[src/rtl/div_if.sv]
// Divider handshake bundle between the execute stage (master) and div_unit (slave).
interface div_if #(
  parameter int WIDTH = 32
);
  logic               start;
  logic               signed_div;
  logic               annul;
  logic [WIDTH-1:0]   a;
  logic [WIDTH-1:0]   b;
  logic               stall;
  logic               ready;
  logic [2*WIDTH-1:0] result;

  modport master (
    output start, signed_div, annul, a, b,
    input  stall, ready, result
  );

  modport slave (
    input  start, signed_div, annul, a, b,
    output stall, ready, result
  );
endinterface

[src/rtl/div_unit.sv]
// Radix-2 restoring divider for DIV/DIVU: one quotient bit per clock, stalls the
// pipeline while busy and returns {HI = remainder, LO = quotient}.
module div_unit #(
  parameter int WIDTH = 32
) (
  input  logic clk,
  input  logic rst,
  div_if.slave bus
);
  localparam int CNT_W = (WIDTH > 1) ? $clog2(WIDTH) : 1;

  typedef enum logic [1:0] {IDLE, RUN, DONE} state_t;

  state_t             state_q, state_d;
  logic [CNT_W-1:0]   count_q, count_d;
  logic [WIDTH-1:0]   rem_q, rem_d;
  logic [WIDTH-1:0]   quo_q, quo_d;
  logic [WIDTH-1:0]   dvs_q, dvs_d;
  logic               neg_q_q, neg_q_d;
  logic               neg_r_q, neg_r_d;
  logic [2*WIDTH-1:0] result_q, result_d;
  logic               ready_q, ready_d;

  logic [WIDTH:0]     trial;
  logic [WIDTH-1:0]   rem_nxt;
  logic [WIDTH-1:0]   quo_nxt;

  // 0x80000000 maps to itself, which is the correct magnitude when read as unsigned.
  function automatic logic [WIDTH-1:0] abs_val(input logic [WIDTH-1:0] x, input logic is_signed);
    return (is_signed && x[WIDTH-1]) ? -x : x;
  endfunction

  function automatic logic [WIDTH-1:0] cond_neg(input logic [WIDTH-1:0] x, input logic neg);
    return neg ? -x : x;
  endfunction

  always_comb begin
    // Trial subtraction needs one extra bit: the shifted remainder can reach 2*divisor-1.
    trial   = {rem_q, quo_q[WIDTH-1]} - {1'b0, dvs_q};
    rem_nxt = trial[WIDTH] ? {rem_q[WIDTH-2:0], quo_q[WIDTH-1]} : trial[WIDTH-1:0];
    quo_nxt = {quo_q[WIDTH-2:0], ~trial[WIDTH]};
  end

  always_comb begin
    state_d  = state_q;
    count_d  = count_q;
    rem_d    = rem_q;
    quo_d    = quo_q;
    dvs_d    = dvs_q;
    neg_q_d  = neg_q_q;
    neg_r_d  = neg_r_q;
    result_d = result_q;
    ready_d  = 1'b0;

    unique case (state_q)
      IDLE: begin
        if (bus.start) begin
          if (bus.b == '0) begin
            state_d  = DONE;
            ready_d  = 1'b1;
            result_d = {bus.a, {WIDTH{1'b1}}};
          end else begin
            state_d = RUN;
            count_d = CNT_W'(WIDTH - 1);
            rem_d   = '0;
            quo_d   = abs_val(bus.a, bus.signed_div);
            dvs_d   = abs_val(bus.b, bus.signed_div);
            neg_q_d = bus.signed_div & (bus.a[WIDTH-1] ^ bus.b[WIDTH-1]);
            neg_r_d = bus.signed_div & bus.a[WIDTH-1];
          end
        end
      end
      RUN: begin
        rem_d = rem_nxt;
        quo_d = quo_nxt;
        if (count_q == '0) begin
          state_d  = DONE;
          ready_d  = 1'b1;
          result_d = {cond_neg(rem_nxt, neg_r_q), cond_neg(quo_nxt, neg_q_q)};
        end else begin
          count_d = count_q - CNT_W'(1);
        end
      end
      DONE:    state_d = IDLE;
      default: state_d = IDLE;
    endcase

    // A flushed instruction leaves no trace on the architectural result.
    if (bus.annul) begin
      state_d  = IDLE;
      ready_d  = 1'b0;
      result_d = result_q;
    end
  end

  always_ff @(posedge clk or posedge rst) begin
    if (rst) begin
      state_q  <= IDLE;
      count_q  <= '0;
      rem_q    <= '0;
      quo_q    <= '0;
      dvs_q    <= '0;
      neg_q_q  <= 1'b0;
      neg_r_q  <= 1'b0;
      result_q <= '0;
      ready_q  <= 1'b0;
    end else begin
      state_q  <= state_d;
      count_q  <= count_d;
      rem_q    <= rem_d;
      quo_q    <= quo_d;
      dvs_q    <= dvs_d;
      neg_q_q  <= neg_q_d;
      neg_r_q  <= neg_r_d;
      result_q <= result_d;
      ready_q  <= ready_d;
    end
  end

  assign bus.stall  = ~rst & ~bus.annul & (((state_q == IDLE) & bus.start) | (state_q == RUN));
  assign bus.ready  = ready_q;
  assign bus.result = result_q;
endmodule
[src/flat_wrapper.sv]
// flat-port wrapper written by rule: the top's interface ports become plain ports
module div_unit_flat 
#(
  parameter int WIDTH = 32
)
  (clk, rst, bus_start, bus_signed_div, bus_annul, bus_a, bus_b, bus_stall, bus_ready, bus_result);
  div_if #(.WIDTH(WIDTH)) bus_i ();
  input  logic clk;
  input  logic rst;
  input wire logic [$bits(bus_i.start)-1:0] bus_start;
  input wire logic [$bits(bus_i.signed_div)-1:0] bus_signed_div;
  input wire logic [$bits(bus_i.annul)-1:0] bus_annul;
  input wire logic [$bits(bus_i.a)-1:0] bus_a;
  input wire logic [$bits(bus_i.b)-1:0] bus_b;
  output wire logic [$bits(bus_i.stall)-1:0] bus_stall;
  output wire logic [$bits(bus_i.ready)-1:0] bus_ready;
  output wire logic [$bits(bus_i.result)-1:0] bus_result;
  assign bus_i.start = bus_start;
  assign bus_i.signed_div = bus_signed_div;
  assign bus_i.annul = bus_annul;
  assign bus_i.a = bus_a;
  assign bus_i.b = bus_b;
  assign bus_stall = bus_i.stall;
  assign bus_ready = bus_i.ready;
  assign bus_result = bus_i.result;
  div_unit #(.WIDTH(WIDTH)) u_core (.clk(clk), .rst(rst), .bus(bus_i));
endmodule
[config.mk]
export PLATFORM = sky130hd
export DESIGN_NAME = div_unit_flat
export DESIGN_NICKNAME = d
export VERILOG_FILES = /design/src/rtl/div_if.sv /design/src/rtl/div_unit.sv /design/src/flat_wrapper.sv
export SDC_FILE = /design/constraint.sdc
export NUM_CORES = 1
export LEC_CHECK = 0
export ABC_AREA = 1
export BUFFER_PORTS_ARGS = -buffer_cell sky130_fd_sc_hd__buf_2
export CORE_AREA = 4 4 173 175
export DETAILED_ROUTE_END_ITERATION = 10
export DIE_AREA = 0 0 177 179
export HOLD_SLACK_MARGIN = 0.02
export PLACE_DENSITY_LB_ADDON = 0.08
export SETUP_SLACK_MARGIN = 0.02
export SKIP_LAST_GASP = 1
export SLEW_MARGIN = 20
export SYNTH_ARGS = -nofsm -noshare
export SYNTH_HDL_FRONTEND = slang
export SYNTH_SLANG_ARGS = --single-unit
[constraint.sdc]
create_clock -name clk -period 6.7 [get_ports clk]
set_input_delay 0.335 -clock clk [delete_from_list [all_inputs] [get_ports clk]]
set_output_delay 0.335 -clock clk [all_outputs]
set_load 0.1 [all_outputs]
==> summary.txt <==
Route
  • Detail Route Antenna Nets: 0
  • Drt first pass iters: 7
  • Routed wire length: 46000 um
  • DR iter-0 viols: 1404
  • DRC violations left: 0
  • Routed wire per std cell: 17.8 um
  • Via count: 14066
  • Via density: 5.46

Timing
  • Setup TNS Final: 0 ns
  • Worst Skew: 0.0177 ns
  • Tcrit/Tclk final: 70.7%
  • Unrepaired setup endpoints after global routing: no
  • Worst setup margin: 1.96 ns
  • Setup-failing EPs final: 0
  • Maximum clock rate: 211 MHz
  • Max-slew violation count: 0
  • Least-Margin Pin Slew: 0.991 ns
  • Min Tclk post-route: 4.74 ns
  • Rel. slew slack: 33.9%
  • Hold Fails Final Rpt: 0

Hold path
  • Hold/Removal Path Class: input pin to async pin

Worst setup path
  • WP data arrival: 5.05 ns
  • Most used cell, CP: nand2_4
  • Crit Path Class: flop to flop
  • CP Data Required Time: 7.01 ns
  • Crit path largest cell delay: 0.40 ns
  • Slowest-stage cell, CP: fa_1
  • Crit-path max FO: 26
  • Element type at the critical path start: flop
  • Bufs and invs on worst path: 4
  • Crit path max-delay family: simple AND/OR/NAND/NOR gates
  • Crit end category: flop

Clock network
  • CTS tree: built
  • Clk pin slew, worst setup/hold paths: 0.08 ns
  • Clk_lat worst skew: 0.44 ns
  • Clock sinks: 170
  • # hold bufs at CTS: 0
  • Post-CTS sizing: 0
  • H-Tree Depth: 4
  • Postcts setup bufs: 0
  • Root Buffer: clkbuf_16
  • Clock Path Buffers: 2
  • Total CTS buffers: 17

Final layout
  • # diodes: 0
  • Final nets: 2289
  • FILL cells: 2982
  • Layout cells sized above 1: 12.9%
  • Layout Area Growth over Synthesis: 11.6%
  • Most frequent cells in the layout: 619 x nand2_1, 287 x inv_1, 179 x nor2_1, 169 x dfrtp_1, 166 x o21ai_0
  • Commonest non-fill, non-tap cell in the layout: nand2_1
  • Layout Cells excl Fill: 2578

Place
  • Dpl cells: 2545
  • Pre-CTS setup slack: 2.07 ns
  • DP HPWL: 35200 um
  • Routability cong.: 0.972
  • IO buf count: 134

Synthesis
  • Synth area leader: dfrtp_1
  • Top post-synthesis cells by area: dfrtp_1 32%, nand2_1 17%, inv_1 8.1%
  • Synth top area share: 31.7%
  • Synth cell types: 57
  • Synth Cell Area: 13400 um2
  • Top FF cell, synth: dfrtp_1
  • Gate Count Post-Synth: 2082
  • Post-Syn Nets: 2190
  • Synth async-reset ratio: 100%
  • Register area share after synthesis: 31.7%
  • Synthesis Warnings: 0
  • Number of synthesized flops with an enable pin: 0
  • #FFs+latches synth: 170
  • Mean Syn Cell Area: 6.44 um2

Die
  • Die width: 177 um
  • Die H: 179 um
  • Total die area: 31700 um2
  • Core Rows: 62
  • Core area: 28500 um2
  • IO Count: 135
  • Starting Density: 47.1%

GRT
  • GR Overflow Total: 0
  • Largest net degree at the start of global routing: 99
  • First-pass GRT wire length: 72400 um
  • Vias in the first global route: 13092
  • Total track usage: 29.3%
  • Initial antenna violation count: 1

Job
  • Max Cap Viol: 0

Outcome
  • Outcome: finished, final reports clean
-- flip-flops by register name (all words and copies together) (netlist names) --
signal and cells:
u_core.bus.result 64, u_core.dvs_q 32, u_core.quo_q 32, u_core.rem_q 32, u_core.count_q 5, u_core.state_q 2
u_core.bus.ready 1, u_core.neg_q_q 1, u_core.neg_r_q 1
-- cell usage after synthesis (6+ instances only) --
master    count
nand2_1     619
inv_1       289
nor2_1      181
dfrtp_1     170
o21ai_0     166
nand3_1     133
a21oi_1      89
clkbuf_1     55
ha_1         38
nor3_1       36
nand4_1      31
xor2_1       30
nand2_2      27
nor2_2       16
o211ai_1     16
inv_2        15
nor4_1       14
o21ai_1      14
xnor2_1      14
nand2_4      13
a31oi_1      11
nand3b_1     11
o22ai_1       7
o31ai_1       7
a41oi_1       6
-- final timing paths --
check / from / endpoint / slack (ns) / cells past startpoint
worst max-delay path: u_core.quo_q[31]$_DFFE_PP0P_ / u_core.bus.result[30]$_DFFE_PP0P_ / 1.96 / 27
worst min-delay path: rst / u_core.count_q[0]$_DFFE_PP0P_ / 0.05 / 2
worst max register to register: u_core.quo_q[31]$_DFFE_PP0P_ / u_core.bus.result[30]$_DFFE_PP0P_ / 1.96 / 27
worst min register to register: u_core.bus.result[16]$_DFFE_PP0P_ / u_core.bus.result[16]$_DFFE_PP0P_ / 0.47 / 2
max in group asynchronous: rst / u_core.bus.result[57]$_DFFE_PP0P_ / 5.37 / 4
min in group clk: bus_start / u_core.bus.ready$_DFF_PP0_ / 0.16 / 3
-- routing by layer --
metal / share of wire, % / vias up / wire length (um) / track usage (%)
li1: - / 6888 / - / -
met1: 47 / 6588 / 21400 / 43.2
met2: 43 / 525 / 19600 / 43.6
met3: 8.8 / 63 / 4030 / 7.02
met4: 2.0 / 2 / 906 / 6.90
met5: 0.035 / - / 16 / 0
-- kinds of logic (layout without fill, tap and decap cells) --
family	after synthesis	in the layout	synth area share, %
buffers and inverters	375	487	10.8
flip-flops	170	170	31.7
AO/OA/AOI/OAI	342	342	14.3
XOR/XNOR	44	44	2.87
adder cells (fa/ha/maj)	39	39	3.70
AND/OR/NAND/NOR	1112	1112	36.7
-- final cells by class --
cell class | count | area [um2] | area share (%)
Clock inverter | 12 | 106 | 0.711
Inverter | 307 | 1160 | 7.74
Tap cell | 384 | 480 | 3.21
Clock buffer | 20 | 457 | 3.05
Timing Repair Buffer | 148 | 788 | 5.27
Multi-Input combinational cell | 1537 | 7720 | 51.6
Sequential cell | 170 | 4260 | 28.4
-- through the flow --
stage	util [%]	hold slack (ns)	cell area, um2
6_report	52.6	0.0549	15000
5_1_grt	52.6	0.126	15000
4_1_cts	52.5	0.141	14900
3_5_place_dp	50.5	0.461	14400
3_3_place_gp	50.5	0.451	14400
2_1_floorplan	-	0.447	13400
Power is left out: the tool's default activity adds up to more than one toggle a clock period on the data nets, which glitch-free logic cannot reach.
